`src/rtl/fpu_to_int_if.sv`:
```
// fpu_to_int_if: operand/result handshake bundle between the adder side and the float-to-int converter.
interface fpu_to_int_if;
  logic [31:0] op_in;
  logic        in_valid;
  logic        in_ready;
  logic [31:0] data_out;
  logic [3:0]  status_out;
  logic        out_valid;
  logic        out_ready;
  modport master (output op_in, in_valid, out_ready, input in_ready, data_out, status_out, out_valid);
  modport slave  (input op_in, in_valid, out_ready, output in_ready, data_out, status_out, out_valid);
endinterface

```
`src/rtl/fpu_to_int.sv`:
```
// fpu_to_int: sequential FPU-format to int32 converter, bit-serial alignment, round to nearest even.
// Define F2I_SATURATE_EN to clamp overflow results to the int32 limits instead of returning zero.
module fpu_to_int (
  input logic        clock100KHz,
  input logic        reset,
  fpu_to_int_if.slave io
);
  typedef enum logic [2:0] {IDLE, CHECK, SHIFT, ROUND, DONE} state_t;
  localparam logic [3:0] ST_EXACT = 4'b0001, ST_INEXACT = 4'b0010, ST_OVF = 4'b0100, ST_UNF = 4'b1000;
  state_t      state_q, state_d;
  logic [31:0] mag_q, mag_d, data_q, data_d;
  logic [3:0]  status_q, status_d;
  logic [5:0]  exp_q, exp_d;
  logic [4:0]  cnt_q, cnt_d;
  logic        sign_q, sign_d, left_q, left_d, g_q, g_d, stk_q, stk_d;
  logic        frac_nz, ovf, up;
  logic [4:0]  k_right, k_left;
  logic [31:0] sum, sat_val;
  assign frac_nz = |mag_q[24:0];
  // -2^31 is the only e==62 value that still fits
  assign ovf     = exp_q == 6'd63 || (exp_q == 6'd62 && !(sign_q && !frac_nz));
  assign k_right = 5'(6'd56 - exp_q);
  assign k_left  = 5'(exp_q - 6'd56);
  assign up      = g_q & (stk_q | mag_q[0]);
  assign sum     = mag_q + {31'd0, up};
`ifdef F2I_SATURATE_EN
  assign sat_val = sign_q ? 32'h8000_0000 : 32'h7FFF_FFFF;
`else
  assign sat_val = 32'h0000_0000;
`endif
  assign io.in_ready   = reset && state_q == IDLE;
  assign io.out_valid  = state_q == DONE;
  assign io.data_out   = data_q;
  assign io.status_out = status_q;
  always_comb begin
    state_d  = state_q;
    mag_d    = mag_q;
    data_d   = data_q;
    status_d = status_q;
    exp_d    = exp_q;
    cnt_d    = cnt_q;
    sign_d   = sign_q;
    left_d   = left_q;
    g_d      = g_q;
    stk_d    = stk_q;
    case (state_q)
      IDLE: if (io.in_valid) begin
        sign_d  = io.op_in[31];
        exp_d   = io.op_in[30:25];
        mag_d   = {6'd0, 1'b1, io.op_in[24:0]};
        g_d     = 1'b0;
        stk_d   = 1'b0;
        state_d = CHECK;
      end
      CHECK: if (exp_q == 6'd0) begin
        data_d   = 32'd0;
        status_d = frac_nz ? ST_UNF : ST_EXACT;
        state_d  = DONE;
      end else if (ovf) begin
        data_d   = sat_val;
        status_d = ST_OVF;
        state_d  = DONE;
      end else if (exp_q <= 6'd29) begin
        data_d   = 32'd0;
        status_d = ST_INEXACT;
        state_d  = DONE;
      end else if (exp_q <= 6'd55) begin
        left_d  = 1'b0;
        cnt_d   = k_right;
        state_d = SHIFT;
      end else begin
        left_d  = 1'b1;
        cnt_d   = k_left;
        state_d = k_left == 5'd0 ? ROUND : SHIFT;
      end
      SHIFT: begin
        mag_d   = left_q ? {mag_q[30:0], 1'b0} : {1'b0, mag_q[31:1]};
        g_d     = left_q ? g_q : mag_q[0];
        stk_d   = left_q ? stk_q : stk_q | g_q;
        cnt_d   = cnt_q - 5'd1;
        state_d = cnt_q == 5'd1 ? ROUND : SHIFT;
      end
      ROUND: begin
        data_d   = sign_q ? -sum : sum;
        status_d = (g_q | stk_q) ? ST_INEXACT : ST_EXACT;
        state_d  = DONE;
      end
      DONE:    state_d = io.out_ready ? IDLE : DONE;
      default: state_d = IDLE;
    endcase
  end
  always_ff @(posedge clock100KHz) begin
    if (!reset) begin
      state_q  <= IDLE;
      mag_q    <= '0;
      data_q   <= '0;
      status_q <= '0;
      exp_q    <= '0;
      cnt_q    <= '0;
      sign_q   <= 1'b0;
      left_q   <= 1'b0;
      g_q      <= 1'b0;
      stk_q    <= 1'b0;
    end else begin
      state_q  <= state_d;
      mag_q    <= mag_d;
      data_q   <= data_d;
      status_q <= status_d;
      exp_q    <= exp_d;
      cnt_q    <= cnt_d;
      sign_q   <= sign_d;
      left_q   <= left_d;
      g_q      <= g_d;
      stk_q    <= stk_d;
    end
  end
endmodule

```
`src/flat_wrapper.sv`:
```
// flat-port wrapper written by rule: the top's interface ports become plain ports
module fpu_to_int_flat 
  (clock100KHz, reset, io_op_in, io_in_valid, io_out_ready, io_in_ready, io_data_out, io_status_out, io_out_valid);
  fpu_to_int_if io_i ();
  input logic clock100KHz;
  input logic reset;
  input wire logic [$bits(io_i.op_in)-1:0] io_op_in;
  input wire logic [$bits(io_i.in_valid)-1:0] io_in_valid;
  input wire logic [$bits(io_i.out_ready)-1:0] io_out_ready;
  output wire logic [$bits(io_i.in_ready)-1:0] io_in_ready;
  output wire logic [$bits(io_i.data_out)-1:0] io_data_out;
  output wire logic [$bits(io_i.status_out)-1:0] io_status_out;
  output wire logic [$bits(io_i.out_valid)-1:0] io_out_valid;
  assign io_i.op_in = io_op_in;
  assign io_i.in_valid = io_in_valid;
  assign io_i.out_ready = io_out_ready;
  assign io_in_ready = io_i.in_ready;
  assign io_data_out = io_i.data_out;
  assign io_status_out = io_i.status_out;
  assign io_out_valid = io_i.out_valid;
  fpu_to_int u_core (.clock100KHz(clock100KHz), .reset(reset), .io(io_i));
endmodule
```
`config.mk`:
```
export PLATFORM = sky130hd
export DESIGN_NAME = fpu_to_int_flat
export DESIGN_NICKNAME = d
export VERILOG_FILES = /design/src/rtl/fpu_to_int_if.sv /design/src/rtl/fpu_to_int.sv /design/src/flat_wrapper.sv
export SDC_FILE = /design/constraint.sdc
export NUM_CORES = 1
export LEC_CHECK = 0
export BUFFER_PORTS_ARGS = -buffer_cell sky130_fd_sc_hd__buf_2
export CORE_ASPECT_RATIO = 1.25
export CORE_UTILIZATION = 53
export DETAILED_ROUTE_END_ITERATION = 10
export GPL_TIMING_DRIVEN = 0
export PLACE_DENSITY = 0.79
export RECOVER_POWER = 25
export SLEW_MARGIN = 25
export SYNTH_ARGS = -nofsm -noshare
export SYNTH_HDL_FRONTEND = slang
export SYNTH_SLANG_ARGS = --single-unit
```
`constraint.sdc`:
```
create_clock -name clock100KHz -period 6.2 [get_ports clock100KHz]
set_input_delay 0.31 -clock clock100KHz [delete_from_list [all_inputs] [get_ports clock100KHz]]
set_output_delay 0.31 -clock clock100KHz [all_outputs]
set_load 0.005 [all_outputs]
```
; ---- Word level (Yosys, flattened, before mapping)
; Index checks and enable logic that the tools add are counted.
[totals]
register_bits = 86
input_bits = 36
output_inout_bits = 38
wordCells = 89
[classes]
addsub = 5
magnitude_cmp = 2
n_eq_ne = 13
n_mux = 34
bitwise_logic = 6
reduce_logical = 19
[op_table]
columns = op, n
row1 = $mux 32, 6
row2 = $pmux 32 s2, 2
row3 = $add 32x1->32, 1
row4 = $neg 32->32, 1
row5 = $reduce_or 25->1, 1
row6 = $mux 5, 4
row7 = $mux 3, 6
row8 = $mux 4, 4
row9 = $pmux 3 s5, 1
row10 = $eq 6x6->1 const B, 2
row11 = $ne 2x2->1 const B, 5
row12 = $pmux 5 s2, 1
row13 = $pmux 4 s2, 1
row14 = $reduce_and 4->1, 2
row15 = $eq 3x2->1 const B, 2
row16 = $le 6x5->1 const B, 1
row17 = $le 6x6->1 const B, 1
row18 = $logic_not 6->1, 1
row19 = $mux 1, 6
row20 = $reduce_and 2->1, 3
row21 = $reduce_bool 2->1, 3
row22 = $eq 5x1->1 const B, 1
row23 = $logic_not 5->1, 1
row24 = $sub 5x1->5 const B, 1
row25 = 15 further kinds, 22

; ---- Longest topological paths before layout
[logic_depth]
word_depth = 9
ltp_mapped = 13
mapped_depth_nobuf = 11

; ---- Worst setup path after synthesis
; Ideal clock, no wire load.
[synth_path]
path_kind = reg-to-reg
from = reg u_core.mag_q[0]
to = reg u_core.data_q[31] (netlist: u_core.io.data_out[31])
t_arrival_ps = 2997
t_required_ps = 6081
path_slack_ps = 3084
path_stages_with_launch = 14
n_path_buf = 2
cell_sequence = dfxtp_1 > o21a_1 > ha_1 > ha_1 > buf_6 > and3_4 > buf_6 > xnor2_1 > nand3_2 > a2111oi_4 > nand4_4 > o41ai_2 > xnor2_1 > o2bb2ai_1
[synth_between]
elab_chain_len = 9
word_cells_on_any_way = 16
cone_classes = add/sub (2) / eq/ne (1) / mux (4) / bitwise (2) / reduce/logical (7)
[synth_lines]
columns = item, line
row1 = from (decl), fpu_to_int.sv:11  ; logic [31:0] mag_q, mag_d, data_q, data_d;
row2 = from (signal assigned), fpu_to_int.sv:106  ; mag_q <= mag_d;
row3 = branches (longest 9 deep; another with $add 32x1->32), n/a
row4 = to (signal assigned), fpu_to_int.sv:107  ; data_q <= data_d;
row5 = to (decl), fpu_to_int.sv:11
; Parallel ways; which one is timed is not known.
; A chain may end at the register's enable or synchronous reset.

; ---- Worst setup path in the final report
; Same ends and word-level chain as after synthesis.

==> results.toml <==
[routing]
drcViolationCount = 0
wirelength_um = 16800
via_count = 5836
drtPass1Iterations = 5
ant_nets = 0
post_drt_wl_per_cell_um = 17.3
viasPerCell = 5.99
drt_iter0_drc = 345

[die]
ios = 74
die_h_um = 120
dieArea_um2 = 11500
die_w_um = 96.1
initial_core_util_pct = 55.0
design.core.area_um2 = 10700
num_rows = 42

[synth]
synth_area_um2 = 5860
synth_async_sr_flop_share_pct = 0
syn_avg_cell_area_um2 = 7.78
synth.distinct_cells = 67
seq_area_frac_synth_pct = 29.4
ys.flop_type = "dfxtp_1"
synth_edf_count = 0
syn_inst = 754
synth_warnings = 0
synth_nets = 799
ys_seq_elements = 86

[global_route]
grt_overflow = 0
grt_start_max_net_pins = 15
first_global_vias = 5562
track_usage_pct = 30.0
grt_pass1_wl_um = 26800
antenna_found_initial = 0

[finish]
seqCellArea_um2 = 1720
design_area_um2 = 6680
area_growth_syn_to_layout_pct = 13.8
drive_above_1_share_pct = 12.3
diodes = 0
fill_cells = 995
final_core_util_pct = 62.6
nNetsFinal = 883
multi_input_area_um2 = 3770

[worst_setup_path]
reg2regPathDepth = 10
cp-end-kind = "register"
cp.required_ps = 6430
r2r_setup_slack_ps = 2570
regToRegEndpoint = "u_core.io.data_out[31]"
critPathLaunchType = "register"
reg2reg_from = "u_core.mag_q[0]"
cp_max_fo = 9
path_class = "register to register"
crit_arrival_ps = 3860
crit_start = "u_core.mag_q[0]"
worstSetupEndpoint = "u_core.io.data_out[31]"

[sta]
finalSetupViolCount = 0
period_share_pct = 58.6
skew_ps = 11.3
relSlewSlack_pct = 49.5
fmax_mhz = 275
timing.final.ws_setup_ps = 2570
setup_tns_ps = 0
hold_viol = 0
rsz0062_at_grt = "false"
drv_slew = 0
finalCriticalPeriod_ps = 3630
worst_pin_slew_ps = 757

[status]
outcome = "completed"

[power_and_ir_drop]
powerDensity_nw_per_um2 = 233
finalPower_mw = 1.55
irDropWorstVdd_mv = 0.141
p_leak_nw = 2.55

[place]
dpl_cell_area_um2 = 6390
dp_hpwl_um = 12800
post-place-ws_ps = 2650
portBuffers = 73
gp_congestion = 0.919

[cts]
cts_buffer_depth = 2
clk_pin_slew_ps = 70
cts_resized = 0
hold_buffers = 0
cts_sinks = 86
htreeDepth = 3
numCtsBuffers = 9
cts_tree = "yes"
worstSkewPairLatency_ps = 340
clock_tree.root_cell = "clkbuf_16"
post_cts_buffers = 0

[flow_run]
drv_cap = 0

[hold_path]
hold_class = "input port to register"
-- per-layer routing --
layer | GRT usage, % | part of all wire (%)
met1 | 36.2 | 42
met5 | 0 | 0
met3 | 4.25 | 5.0
met2 | 49.8 | 48
met4 | 17.5 | 5.2
-- through the flow --
step	std cells	hold slack [ps]
5_1_grt	975	224
3_5_place_dp	959	444
4_1_cts	975	211
3_3_place_gp	959	439
2_1_floorplan	754	446
6_report	975	211
-- worst max-delay path, cell delays in order, from the launching register on --
cell,delay [ps]
dfxtp_1,470
o21a_1,170
ha_1,310
nand4_1,260
nor3_1,500
xor2_1,260
a2111oi_4,640
nand4_4,240
o41ai_2,390
xnor2_1,170
o2bb2ai_1,80
-- worst min path at each step --
stage	start	end	slack, ps	depth (start not counted)
final	io_op_in[28]	u_core.exp_q[3]	210	3
after global routing	io_op_in[29]	u_core.exp_q[4]	220	3
after CTS	io_op_in[28]	u_core.exp_q[3]	210	3
after detailed placement	u_core.io.data_out[23]	u_core.io.data_out[23]	440	1
after floorplan	io_op_in[31]	u_core.sign_q	450	2
after global placement	u_core.io.data_out[16]	u_core.io.data_out[16]	440	1
-- Yosys cell counts (all sizes together), types with 4 or more instances --
cell type,instances,area share (%)
a211oi,8,1.0
a21boi,14,1.8
a21oi,11,0.94
a22oi,12,1.5
a311oi,6,0.90
a31oi,5,0.53
and2,16,1.7
and3,30,3.3
and4,7,1.1
buf,22,2.3
clkbuf,48,3.1
dfxtp,86,29
ha,9,1.9
inv,15,0.96
mux2i,27,4.6
nand2,121,7.8
nand2b,7,0.75
nand3,49,4.4
nand4,18,2.5
nor2,33,2.2
nor2b,19,2.0
nor3,21,1.8
nor3b,4,0.51
nor4,8,0.96
o211ai,4,0.51
o21ai,27,2.3
o2bb2ai,21,3.1
o31ai,10,1.3
or4,4,0.51
xnor2,36,5.4
xor2,28,4.2
-- flip-flops by register name, indices dropped and copies added, names as in the netlist --
register,count
u_core.sign_q,1
u_core.state_q,3
u_core.mag_q,32
u_core.g_q,1
u_core.cnt_q,5
u_core.stk_q,1
u_core.io.data_out,32
u_core.io.status_out,4
u_core.left_q,1
u_core.exp_q,6
-- cells in the final DEF, fill, tap and decap left out, types with 11 or more instances in the layout --
cell	Yosys	final
inv_1	15	15
clkbuf_1	48	71
nand4_1	14	14
o2bb2ai_1	21	21
nand2_1	120	120
buf_2	11	62
a21boi_0	14	14
nor2b_1	19	19
and2_1	16	16
nor3_1	21	21
xnor2_1	36	36
and3_1	28	28
nor2_1	32	32
mux2i_1	27	27
nand3_1	47	47
o21ai_0	26	26
xor2_1	28	28
a22oi_1	12	12
dfxtp_1	86	86
a21oi_1	11	11
-- logic make-up (layout without fill, tap and decap cells) --
| logic type | after synthesis | count (layout) | share of synthesized area (%) |
|---|---|---|---|
| AND/OR/NAND/NOR | 343 | 343 | 30.3 |
| AO/OA/AOI/OAI | 139 | 139 | 17.7 |
| flip-flops | 86 | 86 | 29.4 |
| buffers and inverters | 85 | 174 | 6.38 |
| XOR/XNOR | 64 | 64 | 9.56 |
| multiplexers | 28 | 28 | 4.80 |
| adder cells (fa/ha/maj) | 9 | 9 | 1.92 |
-- where the power goes --
group | total (mW) | switching (mW) | internal (mW)
sequential | 0.602 | 0.0236 | 0.578
clock | 0.564 | 0.228 | 0.336
combinational | 0.389 | 0.245 | 0.144
total | 1.55 | 0.497 | 1.06
-- final cells by class --
type / count / area share [%]
clock inverter: 4 / 0.787
clock buffer: 12 / 3.84
buffer: 70 / 4.76
tap: 132 / 2.47
multi-input combinational: 583 / 56.4
sequential: 86 / 25.8
inverter: 15 / 0.843
timing repair buffer: 73 / 5.06
No activity file was read; power rests on OpenSTA's default activity.
